$ cat src/rtl/wb_rr_arbiter_if.sv
// Wishbone bus bundle for one master/slave link of the round-robin arbiter.
// Latency: none (wires only).
// Backpressure: the slave throttles with ack/err; the master holds stb until one of them arrives.
//   master modport: drives adr/sel/we/dat_w/cyc/stb, receives dat_r/ack/err
//   slave  modport: the opposite direction of every signal
interface wb_rr_arbiter_if #(
   parameter int AW = 32,
   parameter int DW = 128
);
   localparam int SW = DW / 8;

   logic [AW-1:0] adr;
   logic [SW-1:0] sel;
   logic          we;
   logic [DW-1:0] dat_w;
   logic          cyc;
   logic          stb;
   logic [DW-1:0] dat_r;
   logic          ack;
   logic          err;

   modport master (output adr, sel, we, dat_w, cyc, stb,
                   input  dat_r, ack, err);

   modport slave  (input  adr, sel, we, dat_w, cyc, stb,
                   output dat_r, ack, err);
endinterface

$ cat src/rtl/wb_rr_arbiter.sv
// Two-master/one-slave Wishbone round-robin arbiter; a grant lasts for a whole CYC.
// Latency: grant registered one edge after a request is seen in IDLE; data/ack/err combinational.
// Backpressure: the slave's ack/err gate the owner only; the other master waits with no response.
//   i_clk, i_rst : clock and synchronous active-high reset
//   m0, m1       : master-facing links (m0 = core, m1 = backdoor loader)
//   s            : slave-facing link
//   o_gnt        : one-hot current owner, 2'b00 when idle
module wb_rr_arbiter #(
   parameter int TIMEOUT = 255   // 0 disables the synthetic ERR; max 65535
) (
   input  logic                 i_clk,
   input  logic                 i_rst,
   wb_rr_arbiter_if.slave       m0,
   wb_rr_arbiter_if.slave       m1,
   wb_rr_arbiter_if.master      s,
   output logic [1:0]           o_gnt
);
   localparam logic [1:0] IDLE = 2'd0;
   localparam logic [1:0] GNT0 = 2'd1;
   localparam logic [1:0] GNT1 = 2'd2;

   localparam logic        TMO_EN  = (TIMEOUT != 0);
   localparam logic [15:0] TMO_LIM = 16'(TIMEOUT);

   logic [1:0]  state;
   logic        last_gnt;   // 1: m1 owned the bus last, so m0 wins the next tie
   logic [15:0] tmo_cnt;

   logic own_cyc;
   logic own_stb;
   logic tmo;
   logic ack_fwd;
   logic err_fwd;

   // Owner's request lines; zero when idle so nothing leaks to the slave.
   always_comb begin
      own_cyc = 1'b0;
      own_stb = 1'b0;
      case (state)
         GNT0: begin
            own_cyc = m0.cyc;
            own_stb = m0.stb;
         end
         GNT1: begin
            own_cyc = m1.cyc;
            own_stb = m1.stb;
         end
         default: ;
      endcase
   end

   // A slave response in the same cycle as the timeout wins: ACK goes through, no synthetic ERR.
   assign tmo     = TMO_EN && own_stb && !s.ack && !s.err && (tmo_cnt == TMO_LIM);
   assign ack_fwd = s.ack & own_stb;
   assign err_fwd = (s.err | tmo) & own_stb;

   always_comb begin
      s.adr   = '0;
      s.sel   = '0;
      s.we    = 1'b0;
      s.dat_w = '0;
      s.cyc   = 1'b0;
      s.stb   = 1'b0;
      m0.dat_r = '0;
      m0.ack   = 1'b0;
      m0.err   = 1'b0;
      m1.dat_r = '0;
      m1.ack   = 1'b0;
      m1.err   = 1'b0;
      case (state)
         GNT0: begin
            s.adr    = m0.adr;
            s.sel    = m0.sel;
            s.we     = m0.we;
            s.dat_w  = m0.dat_w;
            s.cyc    = m0.cyc;
            s.stb    = m0.stb;
            m0.dat_r = s.dat_r;
            m0.ack   = ack_fwd;
            m0.err   = err_fwd;
         end
         GNT1: begin
            s.adr    = m1.adr;
            s.sel    = m1.sel;
            s.we     = m1.we;
            s.dat_w  = m1.dat_w;
            s.cyc    = m1.cyc;
            s.stb    = m1.stb;
            m1.dat_r = s.dat_r;
            m1.ack   = ack_fwd;
            m1.err   = err_fwd;
         end
         default: ;
      endcase
   end

   assign o_gnt = {state == GNT1, state == GNT0};

   // Grant FSM: a CYC is never preempted, and releasing always passes through IDLE once.
   always_ff @(posedge i_clk) begin
      if (i_rst) begin
         state    <= IDLE;
         last_gnt <= 1'b1;
      end else begin
         case (state)
            IDLE: begin
               if (m0.cyc && m1.cyc)
                  state <= last_gnt ? GNT0 : GNT1;
               else if (m0.cyc)
                  state <= GNT0;
               else if (m1.cyc)
                  state <= GNT1;
            end
            GNT0: begin
               if (!m0.cyc) begin
                  state    <= IDLE;
                  last_gnt <= 1'b0;
               end
            end
            GNT1: begin
               if (!m1.cyc) begin
                  state    <= IDLE;
                  last_gnt <= 1'b1;
               end
            end
            default: state <= IDLE;
         endcase
      end
   end

   // Counts strobe cycles still waiting for a response; saturates so it can never wrap into a
   // false match.
   always_ff @(posedge i_clk) begin
      if (i_rst || !own_cyc || !own_stb || s.ack || s.err || tmo)
         tmo_cnt <= '0;
      else if (tmo_cnt != 16'hFFFF)
         tmo_cnt <= tmo_cnt + 16'd1;
   end
endmodule

$ cat src/flat_wrapper.sv
// flat-port wrapper written by rule: the top's interface ports become plain ports
module wb_rr_arbiter_flat 
#(
   parameter int TIMEOUT = 255                                             
)
  (i_clk, i_rst, o_gnt, m0_adr, m0_sel, m0_we, m0_dat_w, m0_cyc, m0_stb, m0_dat_r, m0_ack, m0_err, m1_adr, m1_sel, m1_we, m1_dat_w, m1_cyc, m1_stb, m1_dat_r, m1_ack, m1_err, s_adr, s_sel, s_we, s_dat_w, s_cyc, s_stb, s_dat_r, s_ack, s_err);
  wb_rr_arbiter_if #(.AW(32), .DW(128)) m0_i ();
  wb_rr_arbiter_if #(.AW(32), .DW(128)) m1_i ();
  wb_rr_arbiter_if #(.AW(32), .DW(128)) s_i ();
  input  logic i_clk;
  input  logic i_rst;
  output logic [1:0] o_gnt;
  input wire logic [$bits(m0_i.adr)-1:0] m0_adr;
  input wire logic [$bits(m0_i.sel)-1:0] m0_sel;
  input wire logic [$bits(m0_i.we)-1:0] m0_we;
  input wire logic [$bits(m0_i.dat_w)-1:0] m0_dat_w;
  input wire logic [$bits(m0_i.cyc)-1:0] m0_cyc;
  input wire logic [$bits(m0_i.stb)-1:0] m0_stb;
  output wire logic [$bits(m0_i.dat_r)-1:0] m0_dat_r;
  output wire logic [$bits(m0_i.ack)-1:0] m0_ack;
  output wire logic [$bits(m0_i.err)-1:0] m0_err;
  input wire logic [$bits(m1_i.adr)-1:0] m1_adr;
  input wire logic [$bits(m1_i.sel)-1:0] m1_sel;
  input wire logic [$bits(m1_i.we)-1:0] m1_we;
  input wire logic [$bits(m1_i.dat_w)-1:0] m1_dat_w;
  input wire logic [$bits(m1_i.cyc)-1:0] m1_cyc;
  input wire logic [$bits(m1_i.stb)-1:0] m1_stb;
  output wire logic [$bits(m1_i.dat_r)-1:0] m1_dat_r;
  output wire logic [$bits(m1_i.ack)-1:0] m1_ack;
  output wire logic [$bits(m1_i.err)-1:0] m1_err;
  output wire logic [$bits(s_i.adr)-1:0] s_adr;
  output wire logic [$bits(s_i.sel)-1:0] s_sel;
  output wire logic [$bits(s_i.we)-1:0] s_we;
  output wire logic [$bits(s_i.dat_w)-1:0] s_dat_w;
  output wire logic [$bits(s_i.cyc)-1:0] s_cyc;
  output wire logic [$bits(s_i.stb)-1:0] s_stb;
  input wire logic [$bits(s_i.dat_r)-1:0] s_dat_r;
  input wire logic [$bits(s_i.ack)-1:0] s_ack;
  input wire logic [$bits(s_i.err)-1:0] s_err;
  assign m0_i.adr = m0_adr;
  assign m0_i.sel = m0_sel;
  assign m0_i.we = m0_we;
  assign m0_i.dat_w = m0_dat_w;
  assign m0_i.cyc = m0_cyc;
  assign m0_i.stb = m0_stb;
  assign m0_dat_r = m0_i.dat_r;
  assign m0_ack = m0_i.ack;
  assign m0_err = m0_i.err;
  assign m1_i.adr = m1_adr;
  assign m1_i.sel = m1_sel;
  assign m1_i.we = m1_we;
  assign m1_i.dat_w = m1_dat_w;
  assign m1_i.cyc = m1_cyc;
  assign m1_i.stb = m1_stb;
  assign m1_dat_r = m1_i.dat_r;
  assign m1_ack = m1_i.ack;
  assign m1_err = m1_i.err;
  assign s_adr = s_i.adr;
  assign s_sel = s_i.sel;
  assign s_we = s_i.we;
  assign s_dat_w = s_i.dat_w;
  assign s_cyc = s_i.cyc;
  assign s_stb = s_i.stb;
  assign s_i.dat_r = s_dat_r;
  assign s_i.ack = s_ack;
  assign s_i.err = s_err;
  wb_rr_arbiter #(.TIMEOUT(TIMEOUT)) u_core (.i_clk(i_clk), .i_rst(i_rst), .m0(m0_i), .m1(m1_i), .s(s_i), .o_gnt(o_gnt));
endmodule
$ cat config.mk
export PLATFORM = sky130hd
export DESIGN_NAME = wb_rr_arbiter_flat
export DESIGN_NICKNAME = d
export VERILOG_FILES = /design/src/rtl/wb_rr_arbiter_if.sv /design/src/rtl/wb_rr_arbiter.sv /design/src/flat_wrapper.sv
export SDC_FILE = /design/constraint.sdc
export NUM_CORES = 1
export LEC_CHECK = 0
export CAP_MARGIN = 20
export CORE_AREA = 2 2 365 367
export CTS_CLUSTER_SIZE = 30
export DETAILED_ROUTE_END_ITERATION = 16
export DIE_AREA = 0 0 367 369
export RECOVER_POWER = 100
export SKIP_CTS_REPAIR_TIMING = 1
export SKIP_LAST_GASP = 1
export SLEW_MARGIN = 20
export SYNTH_ARGS = -nofsm -noshare
export SYNTH_HDL_FRONTEND = slang
export SYNTH_SLANG_ARGS = --single-unit
$ cat constraint.sdc
create_clock -name i_clk -period 2.73 [get_ports i_clk]
set_clock_uncertainty 0.1 [all_clocks]
set_input_delay 0.546 -clock i_clk [delete_from_list [all_inputs] [get_ports i_clk]]
set_output_delay 0.546 -clock i_clk [all_outputs]
set_load 0.01 [all_outputs]
* Yosys cells after proc, flatten, opt, wreduce, memory -nomap -nowiden
Cells that the tools add are included.
** Storage, ports and cells
- Bits in registers :: 19
- Bits in latches :: 0
- Memory bits (writable) :: 0
- ROM bits :: 0
- Bits of input ports :: 490
- Output and inout port bits :: 441
- Word-level logic and storage cells :: 53
- Memories kept :: 0
** Operators by class
- $add $sub $neg :: 1
- Multipliers :: 0
- Div/mod/pow operators :: 0
- $lt $le $gt $ge :: 0
- Equal/unequal tests :: 7
- Shift-type cells :: 0
- Mux-type cells :: 22
- Bitwise operators :: 3
- Reductions and logical operators :: 17
** Operators by type and width (count)
- $mux 128 :: 2
- $pmux 128 s2 :: 1
- $pmux 32 s2 :: 1
- $pmux 16 s2 :: 1
- $add 16x1->16 const B :: 1
- $eq 16x8->1 const B :: 1
- $ne 16x16->1 const B :: 1
- $mux 2 :: 6
- $pmux 1 s2 :: 4
- $mux 1 :: 6
- $pmux 2 s3 :: 1
- $reduce_and 3->1 :: 2
- $logic_or 1x1->1 :: 5
- $logic_and 1x1->1 :: 4
- $logic_not 1->1 :: 4
- $ne 2x2->1 const B :: 2
- $ne 4x3->1 const B :: 1
- $and 1x1->1 :: 2
- $eq 2x1->1 const B :: 1
- $eq 2x2->1 const B :: 1
- $logic_not 2->1 :: 1
- $reduce_bool 2->1 :: 1
- $or 1x1->1 :: 1

* Longest topological paths before layout
- Depth in word-level cells :: 8
- Gate-level depth with buffers :: 8
- Depth with buffers taken out :: 6

* Worst setup path after synthesis
No wires, ideal clock.
- Path type :: register -> output
- Start :: register u_core.state[1]
- End :: output port m0_dat_r[127]
- Data arrival time :: 1675 ps
- Required time :: 2084 ps
- Slack :: 409 ps
- Cell stages (with the launch flop) :: 8
- Path buffers :: 4
- Cell sequence :: dfxtp_1 -> inv_1 -> ha_1 -> clkbuf_2 -> clkbuf_1 -> clkbuf_1 -> clkbuf_1 -> and2_1
** Between the ends
- Cells in the longest elaborated chain, start to end :: 2
** Ends and longest elaborated chain
- from (decl) :: line wb_rr_arbiter.sv:25 : logic [1:0] state;
- from (signal assigned) :: line wb_rr_arbiter.sv:108 : state <= last_gnt ? GNT0 : GNT1;
- $eq 2x1->1
- via o_gnt[0] :: line flat_wrapper.sv:12 : output logic [1:0] o_gnt;
- $mux 128 :: line wb_rr_arbiter.sv:70 : case (state)
- to (decl) :: line flat_wrapper.sv:19 : output wire logic [$bits(m0_i.dat_r)-1:0] m0_dat_r;
The timed path passes the listed nets, and every way through them passes these cells.

* Worst setup path after layout
- Start :: register u_core.state[1]
- End :: output port s_dat_w[126]
** Between the ends
- Cells in the longest elaborated chain, start to end :: 2
- Elaborated cells between the ends (all ways) :: 3
- Those cells by class :: eq/ne (2); mux (1)
** Ends and longest elaborated chain
- $eq 2x2->1 / $eq 2x1->1 (equally long branches) :: line wb_rr_arbiter.sv:70
- $pmux 128 s2 (*) :: line wb_rr_arbiter.sv:70
- to (decl) :: line flat_wrapper.sv:34 : output wire logic [$bits(s_i.dat_w)-1:0] s_dat_w;
Every way passes the cells marked *; elsewhere a longest branch is shown, timed or not.

==> reports/results.tsv <==
metric	value	unit
cp_slowest_cell	clkdlybuf4s50_1	
num_io_pins	931	
p_sw_frac	0.395	
dr.first_iter.drc_count	738	
combinationalPowerShare	0.859	
cpPeakStageDelay	0.59	ns
first_global_vias	10100	
route.detailed.drc	0	
overflow	0	
worstMarginPinSlew	0.449	ns
p_leak	9.07	nW
pre_cts_slack	-0.306	ns
worstSetupEndpointType	primary output	
core.rowCount	133	
p_switching	1.65	mW
yosys.area.top_type_share	0.292	
io_buffers	930	
crit_type	reg2out	
hold_viol	0	
violations	negative setup slack	
final_antenna_net_count	0	
cts_max_level	1	
fin_cells	3545	
dieArea	135000	µm²
finalWorstPathRequiredPeriod	2.88	ns
setup_violations	99	
hpwl	102	mm
vias	11300	
clockBufferDepth	2	
wl_met2	49.3	mm
seq_power_share	0.068	
clkSinkCount	19	
grt_max_degree	77	
placedCellCount	3487	
final_cell_mix	clkdlybuf4s50_1, and2_1, dlymetal6s2s_1, nor2b_1, a22oi_1	
power_density	217	nW/µm²
slew_headroom	0.701	
fmax	347	MHz
clk_pin_slew	0.05	ns
syn_to_final_growth	251	%
ys_types	42	
gp_congestion	1.10	
drv_cap	0	
cp_max_fo	9	
fp.dieW	367	µm
fin_crit_sh	1.06	
grt_use_total	0.151	
final_common_cell	clkdlybuf4s50_1	
cts_tree	yes	
path_cells	inv_1, ha_4, buf_12, buf_4, nor2b_2, clkdlybuf4s50_1	
synth_top_cell_by_area	and2_1	
arrival	2.24	ns
vdd_ir_drop_max	180	µV
start_util	0.0418	
die_y	369	µm
vias_per_cell	3.19	
post_drt_wl_per_cell	32.4	µm
rsz0062_at_grt	yes	
clkPwrFrac	0.073	
fin_ws	-0.153	ns
yosys-top-cells-area	and2_1, a22oi_1, nor2b_1, dfxtp_1, clkbuf_1	
yosys_warnings	0	
grt_pass1_wl	129	mm
wl_met3	17.1	mm
finalPower	4.18	mW
core-area	131000	µm²
m1WireLength	45.5	mm
critPathLaunchType	flop	
clk_latency	0.25	ns
antenna_found_initial	166	
p_int	2.53	mW
status	finished, violations left	
drive_above_1_share	0.113	
highest_layer	met5	
synth_fp_nets	1325	
syn_avg_cell_area	6.60	µm²
hold_path.class	reg2reg	
seq_area_frac_synth	0.0693	
drt_wl_total	115	mm
root_buffer	clkbuf_16	
synth_cells	831	
drt-pass1-iter-count	5	
ys_ff_latch	19	
final_max_slew_viol_count	0	
netlist_area	5490	µm²
cts_made_buffers	3	
final_nets	2266	
cp.required	2.08	ns
[Yosys cell counts, drive strengths merged]
library cell	count
and3	6
nand4bb	1
nand2	7
a31oi	4
xor2	1
o311ai	1
and4	4
buf	5
o31ai	2
or4	3
o22ai	1
a32oi	1
and2	256
o21bai	1
nand4	6
ha	4
a211oi	3
o21ai	3
nand2b	4
a22oi	179
mux2i	2
nor2	9
inv	6
nor4	6
nor2b	180
o2111ai	2
or3	2
a21oi	11
nand3	5
clkbuf	88
or2	1
dfxtp	19
nor3	8
[worst paths after layout]
path / from / end / slack (ns) / depth (start not counted)
max: u_core.state[1]$_SDFFE_PP0P_ / s_dat_w[126] / -0.15 / 6
min: u_core.last_gnt$_SDFFE_PP1P_ / u_core.last_gnt$_SDFFE_PP1P_ / 0.42 / 2
max reg2reg: u_core.state[0]$_SDFFE_PP0P_ / u_core.tmo_cnt[8]$_SDFFE_PP0P_ / 0.18 / 10
min reg2reg: u_core.last_gnt$_SDFFE_PP1P_ / u_core.last_gnt$_SDFFE_PP1P_ / 0.42 / 2
[through the flow]
stage / hold slack (ns) / utilization / cell area [µm²] / TNS, ns
6_report: 0.418 / 0.147 / 19200 / -6.83
5_1_grt: 0.458 / 0.146 / 19200 / -19.03
4_1_cts: 0.413 / 0.136 / 17900 / -27.78
3_5_place_dp: 0.396 / 0.136 / 17800 / -0.781
3_3_place_gp: 0.385 / 0.136 / 17800 / -0.859
2_1_floorplan: 0.343 / - / 5490 / 0
[per-layer routing]
metal | vias to the layer above | GRT usage
li1 | 4802 | -
met1 | 5199 | 0.178
met2 | 811 | 0.236
met3 | 338 | 0.104
met4 | 162 | 0.00449
met5 | - | 0
[worst max-delay path, delay by kind of cell, from the launching register on]
kind	cells	cell delay [ns]
adders and majority gates	1	0.34
buffers and inverters	4	1.07
DFF	1	0.33
and+or+nand+nor	1	0.22
[cell type report]
type                       count  area (µm²)
timing repair buffer        1029       11600
clock buffer                   4        78.8
antenna                       19        47.5
tap                         1755        2200
fill                       15000      112000
multi-input combinational    713        4890
sequential                    19         382
inverter                       6        22.5
[power groups by stage]
stage	clock, mW	combinational (mW)	sequential, mW
after floorplan	0	1.02	0.291
after global placement	0	3.18	0.291
after global routing	0.321	3.77	0.286
after detailed placement	0	3.19	0.291
final	0.305	3.59	0.286
after CTS	0.311	3.20	0.285
[cell families after synthesis]
kind of cell,count (synthesis),share of synthesized area
AOI/OAI and AO/OA,208,0.278
xor gates and xnor gates,1,0.00160
adders and majority gates,4,0.00912
buffers and inverters,99,0.0720
DFF,19,0.0693
muxes,2,0.00365
and+or+nand+nor,498,0.566
[sequential cells by signal, indices dropped and copies added, names as in the netlist]
name,count
u_core.state,2
u_core.tmo_cnt,16
u_core.last_gnt,1
Note: power is estimated with default switching activity, not from simulation.
